File: src/rtl/traffic_scheduler.sv
// Four-lane phase sequencer: green -> yellow -> all-red per lane, with empty lanes skipped and emergency preemption.
// Latency: every output is registered and reflects the sec_tick that decided it on the same clk edge.
// Backpressure: none; the sequencer only advances on sec_tick and holds all state while sec_tick is low.
//
// Ports:
//   clk, rst           system clock, synchronous active-high reset
//   sec_tick           one-cycle pulse per second; the only event that advances state
//   car_waiting[3:0]   per-lane vehicle presence, sampled at ticks
//   emerg_req[3:0]     per-lane emergency request level, sampled at ticks
//   active_lane[1:0]   lane owning (or last owning) green
//   phase[1:0]         0 ALLRED, 1 GREEN, 2 YELLOW, 3 EMERG
//   lamp_g/y/r[3:0]    per-lane lamp drives
//   emerg_active       high while phase is EMERG
module traffic_scheduler #(
    parameter int GREEN_T   = 30,
    parameter int YELLOW_T  = 3,
    parameter int CLEAR_T   = 2,
    parameter int MIN_GREEN = 5
) (
    input  logic       clk,
    input  logic       rst,
    input  logic       sec_tick,
    input  logic [3:0] car_waiting,
    input  logic [3:0] emerg_req,
    output logic [1:0] active_lane,
    output logic [1:0] phase,
    output logic [3:0] lamp_g,
    output logic [3:0] lamp_y,
    output logic [3:0] lamp_r,
    output logic       emerg_active
);

    typedef enum logic [1:0] {
        PH_ALLRED = 2'd0,
        PH_GREEN  = 2'd1,
        PH_YELLOW = 2'd2,
        PH_EMERG  = 2'd3
    } phase_e;

    localparam logic [4:0] GREEN_LAST  = 5'(GREEN_T - 1);
    localparam logic [4:0] YELLOW_LAST = 5'(YELLOW_T - 1);
    localparam logic [4:0] CLEAR_LAST  = 5'(CLEAR_T - 1);
    localparam logic [4:0] MIN_LAST    = 5'(MIN_GREEN - 1);

    phase_e     phase_q, phase_d;
    logic [1:0] lane_q, lane_d;
    logic [4:0] cnt_q, cnt_d;
    logic [3:0] lamp_g_q, lamp_g_d;
    logic [3:0] lamp_y_q, lamp_y_d;
    logic [3:0] lamp_r_q, lamp_r_d;
    logic       emerg_q, emerg_d;
    logic       own_emerg;
    logic       other_emerg;

    // Round-robin search starting at cur+1 and wrapping to cur itself;
    // with no cars waiting the rotation still advances by one lane.
    function automatic logic [1:0] next_car_lane(input logic [1:0] cur, input logic [3:0] cars);
        logic [1:0] sel;
        logic [1:0] cand;
        sel = cur + 2'd1;
        // Walk the search order backwards so the earliest hit is written last.
        for (int k = 4; k >= 1; k--) begin
            cand = cur + 2'(k);
            if (cars[cand]) sel = cand;
        end
        return sel;
    endfunction

    function automatic logic [1:0] lowest_req(input logic [3:0] req);
        logic [1:0] sel;
        sel = 2'd0;
        for (int k = 3; k >= 0; k--) begin
            if (req[k]) sel = 2'(k);
        end
        return sel;
    endfunction

    assign own_emerg   = emerg_req[lane_q];
    assign other_emerg = (emerg_req & ~(4'b0001 << lane_q)) != 4'b0000;

    always_comb begin
        phase_d = phase_q;
        lane_d  = lane_q;
        cnt_d   = cnt_q;
        if (sec_tick) begin
            // Saturate so a very long EMERG hold cannot wrap the counter.
            cnt_d = (cnt_q == 5'd31) ? cnt_q : cnt_q + 5'd1;
            case (phase_q)
                PH_ALLRED: begin
                    if (cnt_q == CLEAR_LAST) begin
                        cnt_d = 5'd0;
                        if (emerg_req != 4'b0000) begin
                            phase_d = PH_EMERG;
                            lane_d  = lowest_req(emerg_req);
                        end else begin
                            phase_d = PH_GREEN;
                            lane_d  = next_car_lane(lane_q, car_waiting);
                        end
                    end
                end
                PH_GREEN: begin
                    // Own-lane emergency outranks both yellow exits.
                    if (own_emerg) begin
                        phase_d = PH_EMERG;
                        cnt_d   = 5'd0;
                    end else if (cnt_q == GREEN_LAST || (other_emerg && cnt_q >= MIN_LAST)) begin
                        phase_d = PH_YELLOW;
                        cnt_d   = 5'd0;
                    end
                end
                PH_EMERG: begin
                    if (!own_emerg) begin
                        phase_d = PH_YELLOW;
                        cnt_d   = 5'd0;
                    end
                end
                default: begin
                    if (cnt_q == YELLOW_LAST) begin
                        phase_d = PH_ALLRED;
                        cnt_d   = 5'd0;
                    end
                end
            endcase
        end

        // Lamps are decoded from the next state so they register alongside it.
        lamp_g_d = 4'b0000;
        lamp_y_d = 4'b0000;
        case (phase_d)
            PH_GREEN, PH_EMERG: lamp_g_d = 4'b0001 << lane_d;
            PH_YELLOW:          lamp_y_d = 4'b0001 << lane_d;
            default:            ;
        endcase
        lamp_r_d = ~(lamp_g_d | lamp_y_d);
        emerg_d  = (phase_d == PH_EMERG);
    end

    always_ff @(posedge clk) begin
        if (rst) begin
            phase_q  <= PH_ALLRED;
            lane_q   <= 2'd3;
            cnt_q    <= 5'd0;
            lamp_g_q <= 4'b0000;
            lamp_y_q <= 4'b0000;
            lamp_r_q <= 4'b1111;
            emerg_q  <= 1'b0;
        end else begin
            phase_q  <= phase_d;
            lane_q   <= lane_d;
            cnt_q    <= cnt_d;
            lamp_g_q <= lamp_g_d;
            lamp_y_q <= lamp_y_d;
            lamp_r_q <= lamp_r_d;
            emerg_q  <= emerg_d;
        end
    end

    assign phase        = phase_q;
    assign active_lane  = lane_q;
    assign lamp_g       = lamp_g_q;
    assign lamp_y       = lamp_y_q;
    assign lamp_r       = lamp_r_q;
    assign emerg_active = emerg_q;

endmodule

File: config.mk
export PLATFORM = sky130hd
export DESIGN_NAME = traffic_scheduler
export DESIGN_NICKNAME = d
export VERILOG_FILES = /design/src/rtl/traffic_scheduler.sv
export SDC_FILE = /design/constraint.sdc
export NUM_CORES = 1
export LEC_CHECK = 0
export CAP_MARGIN = 10
export CORE_UTILIZATION = 40
export DETAILED_ROUTE_END_ITERATION = 8
export GPL_TIMING_DRIVEN = 0
export PLACE_DENSITY = 0.65
export SYNTH_ARGS = -nofsm -noshare
export SYNTH_HDL_FRONTEND = slang
export SYNTH_SLANG_ARGS = --single-unit
File: constraint.sdc
create_clock -name clk -period 6.5 [get_ports clk]
set_input_delay 1.95 -clock clk [delete_from_list [all_inputs] [get_ports clk]]
set_output_delay 1.95 -clock clk [all_outputs]
set_load 0.01 [all_outputs]
After elaboration in Yosys (flattened, before gate mapping)
Cells that the tools add are included.

storage, ports and cells
  register bits after elaboration = 22
  bits in latches = 0
  bits in writable memories = 0
  memory bits (read-only) = 0
  input bits = 11
  output and inout port bits = 17
  memories kept = 0

operators by class
  add/sub/neg operators = 4
  $mul = 0
  div/mod/pow operators = 0
  $lt $le $gt $ge = 5
  equality and inequality tests = 9
  shifts and indexed selects = 2
  multiplexer cells = 39
  bitwise logic cells = 4
  reductions and logical operators = 6

operator list
  kind                   count
  $mux W2                19
  $mux W5                6
  $pmux W5 S3            1
  $lt A2 B3 Y1 const B   4
  $bmux W1 S2            5
  $eq A5 B5 Y1 const B   2
  $mux W4                2
  $not A4 Y4             2
  $reduce_bool A4 Y1     2
  $shl A1 B2 Y4 const A  2
  $eq A2 B2 Y1 const B   3
  $pmux W2 S3            1
  $add A5 B1 Y5 const B  1
  $eq A5 B1 Y1 const B   1
  $eq A5 B2 Y1 const B   1
  $ge A5 B3 Y1 const B   1
  $mux W1                5
  $add A2 B2 Y2 const B  2
  $and A4 B4 Y4          1
  $eq A2 B1 Y1 const B   2
  $or A4 B4 Y4           1
  $add A2 B1 Y2 const B  1
  $logic_not A2 Y1       1
  $reduce_or A2 Y1       1
  2 further kinds        2

Longest topological paths before layout
  depth in word-level cells = 15
  gate-level depth with buffers = 8
  gate-level depth less buffers = 7

Worst setup path before layout
OpenSTA, ideal clock, no wires.

  kind = input-to-reg
  start = input port emerg_req[3]
  end = register cnt_q[2]
  arrival = 3.151 ns
  data required time = 6.400 ns
  path slack = 3.249 ns
  cell stages on the path = 4
  cells stage by stage = mux4_2 a211oi_2 nor3_4 a2111oi_4

between the ends
  word-level cells in the longest chain between the ends = 7
  elaborated cells on any way between the ends = 10
  classes of those cells = 6 x mux; 1 x bitwise; 3 x reduce/logical

ends and longest elaborated chain
  item                  RTL line  text
  start, declared       24        input logic [3:0] emerg_req,
  $and A4 B4 Y4         79        assign other_emerg = (emerg_req & ~(4'b0001 << lane_q)) != 4'b0000;
  $reduce_bool A4 Y1    79
  $logic_and A1 B1 Y1   106       end else if (cnt_q == GREEN_LAST || (other_emerg && cnt_q >= MIN_LAST)) begin
  $logic_or A1 B1 Y1    106
  $mux W5               106
  $mux W5               103       if (own_emerg) begin
  $pmux W5 S3 (*)       88        case (phase_q)
  end signal, assigned  150       cnt_q <= cnt_d;
  end, declared         47        logic [4:0] cnt_q, cnt_d;

Every way passes the cells marked *; elsewhere a longest branch is shown, timed or not. The select of a mux whose other input is x is not followed.
A chain may end at the register's enable or synchronous reset.

Worst setup path in the final report
  start = input port car_waiting[1]
  end = register lamp_r_q[1] (netlist: lamp_r[1])

between the ends
  word-level cells in the longest chain between the ends = 14
  elaborated cells on any way between the ends = 21
  classes of those cells = 1 x shift; 18 x mux; 2 x bitwise

ends and longest elaborated chain
  item                           RTL line  text
  start, declared                23        input logic [3:0] car_waiting,
  $bmux W1 S2                    64        if (cars[cand]) sel = cand;
  $mux W1 (not written as such)  64
  $mux W2 (3 in series)          64
  $mux W2 (*)                    64
  $mux W2 (*)                    92        if (emerg_req != 4'b0000) begin
  $mux W2 (*)                    90        if (cnt_q == CLEAR_LAST) begin
  $mux W2 (*)                    88
  $mux W2 (*)                    85        if (sec_tick) begin
  $shl A1 B2 Y4 (*)              130, 131
  $mux W4                        129       case (phase_d)
  $or A4 B4 Y4 (*)               134       lamp_r_d = ~(lamp_g_d | lamp_y_d);
  $not A4 Y4 (*)                 134
  end signal, assigned           153       lamp_r_q <= lamp_r_d;
  end, declared                  50        logic [3:0] lamp_r_q, lamp_r_d;

Marked as above.

==> qor_table.md <==
| Metric | Value | Unit |
|:---|:---|:---|
| Internal Power | 0.2878 | mW |
| Post-DRT Antenna Nets | 0 | - |
| Number of enable-type register cells in the synthesized netlist | 0 | - |
| Number of global-route vias before repair | 1,124 | - |
| Mapped Cells | 136 | - |
| Worst clock skew | 2.777 | ps |
| Layout overhead on the synthesized area | 29.21 | % |
| Seq/Total Area, Yosys | 34.04 | % |
| Global-route usage over all layers | 18.40 | % |
| Static leakage | 0.6064 | nW |
| Post-synthesis net count | 155 | - |
| Post-synth cell types | 50 | - |
| Clock Power Share | 23.8 | % |
| Final HPWL DP | 2203 | µm |
| Most frequent cell after synthesis | sky130_fd_sc_hd__dfxtp_1 | - |
| Pre-CTS setup slack | 2576 | ps |
| Worst hold margin | 570.3 | ps |
| Latest clock arrival within the worst-skew pair | 300 | ps |
| Hold-fix buffer count after cts | 0 | - |
| Initial antenna violation count | 0 | - |
| Post-CTS Setup Inserts | 0 | - |
| Worst Tran Pin Value | 680.9 | ps |
| Largest net degree at the start of global routing | 14 | - |
| Relative slew slack | 54.61 | % |
| Initial detailed-routing violation count | 55 | - |
| Global-route congestion overflow total | 0 | - |
| Dominant synthesized flop cell | sky130_fd_sc_hd__dfxtp_1 | - |
| Final worst path period need | 3649 | ps |
| Filler cells | 302 | - |
| Core box area | 0.003053 | mm² |
| Number of levels the H-tree was split into | 1 | - |
| Clk slew on worst S/H paths | 120 | ps |
| Total of max-cap violations | 0 | - |
| Count of instances resized after the clock tree is built | 0 | - |
| NumNets Final | 187 | - |
| Routed vias | 1,179 | - |
| Worst Setup Slack, final | 2851 | ps |
| Data arrival, critical path | 3820 | ps |
| Clock tree from TritonCTS | yes | - |
| Share of flip-flops with an asynchronous set or reset | 0 | % |
| Routed length per placed instance | 13.90 | µm |
| PD cells | 257.8 | mW/mm² |
| Syn_area_per_cell | 9.513 | µm² |
| Number of detailed-routing iterations run before antenna repair | 4 | - |
| Hold crit path type | reg2reg | - |
| Total number of yosys warnings | 0 | - |
| Biggest fanout along the worst timing path | 7 | - |
| Cts bufs inserted | 3 | - |
| Setup_tns | 0 | ps |
| Kind of capture point of the worst setup path | flip-flop | - |
| # DRC | 0 | - |
| Net Sw Frac | 33.21 | % |
| Crit share post-route | 56.14 | % |
| Antenna cell count | 0 | - |
| Chip Width | 58.87 | µm |
| CTS root buf | sky130_fd_sc_hd__clkbuf_4 | - |
| WP data required | 6670 | ps |
| Wire length of the first global-routing pass | 4912 | µm |
| Die area | 0.003466 | mm² |
| Portion of synthesized cell area occupied by the leading cell type | 34.04 | % |
| Outcome | complete, no violations | - |
| Post-synthesis register bit count | 22 | - |
| Routability cong. | 0.7425 | - |
| Setup repair after global routing missed its margin | no | - |
| FMAX | 0.2740 | GHz |
| Ratio of cells with drive above 1 in the final layout | 10.78 | % |
| Final Hold Violating Endpoints | 0 | - |
| Placement row count | 20 | - |
| Die outline height | 58.87 | µm |
| Clk sink count | 22 | - |
| Final count of pins violating max slew | 0 | - |
| Register share of total power | 37.9 | % |
| IR drop worst, VDD | 197.6 | µV |
| Per-cell via count in the routed design | 5.588 | - |
| Largest buffer count on any clock path | 2 | - |
| Cells taking the most area after synthesis | sky130_fd_sc_hd__dfxtp_1 (34%), sky130_fd_sc_hd__ha_1 (7.7%), sky130_fd_sc_hd__nand2b_1 (4.4%), sky130_fd_sc_hd__nor3_1 (3.9%), sky130_fd_sc_hd__inv_1 (2.9%) | - |
| Top cells by count, synth | sky130_fd_sc_hd__dfxtp_1 (22), sky130_fd_sc_hd__inv_1 (10), sky130_fd_sc_hd__nor3_1 (10) | - |
| Combinational group share of total power | 38.3 | % |
| Port Buffer Count | 27 | - |
| Crit Path Category | in2reg | - |
| Largest area contributor in the netlist | sky130_fd_sc_hd__dfxtp_1 | - |
| Effective utilization at floorplan | 42.38 | % |
| Reported net switching power | 0.1431 | mW |
| Syn Std Cell Area | 0.001294 | mm² |
| CP startpoint kind | input pin | - |
| Routed Wire Length | 2932 | µm |
| Number of primary I/O pins | 28 | - |
| Number of endpoints failing setup at the final stage | 0 | - |
path summary, 6_finish.rpt:
| check | from | end | slack [ps] | depth (start not counted) |
|---|---|---|---|---|
| max | car_waiting[1] | lamp_r[1]$_SDFF_PP1_ | 2850 | 6 |
| min | cnt_q[1]$_SDFFE_PP0P_ | cnt_q[1]$_SDFFE_PP0P_ | 570 | 2 |
| max reg2reg | active_lane[1]$_SDFF_PP1_ | lamp_r[1]$_SDFF_PP1_ | 3880 | 8 |
| min reg2reg | cnt_q[1]$_SDFFE_PP0P_ | cnt_q[1]$_SDFFE_PP0P_ | 570 | 2 |
placed cells by master, fill, tap and decap left out, types with 2 or more instances in the layout:
cell                              synthesis  final
sky130_fd_sc_hd__nor2_1                   6      6
sky130_fd_sc_hd__a31oi_1                  2      2
sky130_fd_sc_hd__nand4_1                  3      3
sky130_fd_sc_hd__nor2b_1                  3      3
sky130_fd_sc_hd__a211oi_1                 3      3
sky130_fd_sc_hd__a221o_1                  2      2
sky130_fd_sc_hd__a32oi_1                  2      2
sky130_fd_sc_hd__o32ai_1                  2      2
sky130_fd_sc_hd__or2_2                    2      2
sky130_fd_sc_hd__clkbuf_1                 2      2
sky130_fd_sc_hd__ha_1                     8      8
sky130_fd_sc_hd__a21oi_1                  3      3
sky130_fd_sc_hd__a41oi_1                  2      2
sky130_fd_sc_hd__mux2i_1                  2      2
sky130_fd_sc_hd__clkdlybuf4s50_1          0     27
sky130_fd_sc_hd__nand2_1                  5      5
sky130_fd_sc_hd__dfxtp_1                 22     22
sky130_fd_sc_hd__inv_1                   10     10
sky130_fd_sc_hd__nand3_1                  7      7
sky130_fd_sc_hd__o2111ai_1                2      2
sky130_fd_sc_hd__nand2b_1                 9      9
sky130_fd_sc_hd__clkbuf_4                 0      3
sky130_fd_sc_hd__nor3_1                  10     10
per-stage QoR:
| stage | instance area [µm²] | total power, mW | instances | util, % |
|---|---|---|---|---|
| final | 1672 | 0.4309 | 211 | 54.75 |
| after global routing | 1672 | 0.4547 | 211 | 54.75 |
| after CTS | 1672 | 0.4331 | 211 | 54.75 |
| after detailed placement | 1619 | 0.3300 | 207 | 53.03 |
| after global placement | 1619 | 0.3252 | 207 | 53.03 |
| after floorplan | 1294 | 0.2719 | 136 | - |
final cells by class:
type,instances,area [µm²],area share (%)
Timing Repair Buffer,27,270.3,16.17
Buffer,4,23.77,1.422
Tap cell,44,55.05,3.293
Sequential cell,22,440.4,26.35
Clock buffer,3,22.52,1.347
Multi-Input combinational cell,100,792.0,47.38
Inverter,10,37.54,2.246
Clock inverter,1,30.03,1.796
cells by family (layout without fill, tap and decap cells):
kind of cell             Yosys count  count (layout)  synth area share (%)
XOR/XNOR                           1               1                0.6771
AO/OA/AOI/OAI                     34              34                 24.57
adder cells (fa/ha/maj)            8               8                 7.737
multiplexers                       4               4                 4.158
flip-flops                        22              22                 34.04
AND/OR/NAND/NOR                   53              53                 24.08
buffers and inverters             14              45                 4.739
power groups by stage:
stage / Combinational, mW / Clock [mW] / Sequential (mW)
after floorplan: 0.101 / 0 / 0.170
after global placement: 0.160 / 0 / 0.166
after detailed placement: 0.164 / 0 / 0.166
after CTS: 0.165 / 0.104 / 0.163
after global routing: 0.180 / 0.109 / 0.166
final: 0.165 / 0.102 / 0.163
sequential cells by signal, indices dropped and copies added (netlist names):
| name | count |
|---|---|
| lamp_r | 4 |
| lamp_y | 4 |
| emerg_active | 1 |
| lamp_g | 4 |
| cnt_q | 5 |
| active_lane | 2 |
| phase | 2 |
critical path, stage by stage:
cell and delay, ps:
sky130_fd_sc_hd__clkdlybuf4s50_1 560, sky130_fd_sc_hd__nand2_1 120, sky130_fd_sc_hd__nor4_1 240, sky130_fd_sc_hd__o221ai_1 180, sky130_fd_sc_hd__a32oi_1 600, sky130_fd_sc_hd__nand3_1 160
layer usage:
metal	track usage [%]	up-vias	wire length [µm]
li1	-	586	-
met1	23.81	554	1388
met2	30.03	28	1369
met3	2.198	11	93
met4	9.524	0	81
met5	0	-	0
No activity file was read; power rests on OpenSTA's default activity.
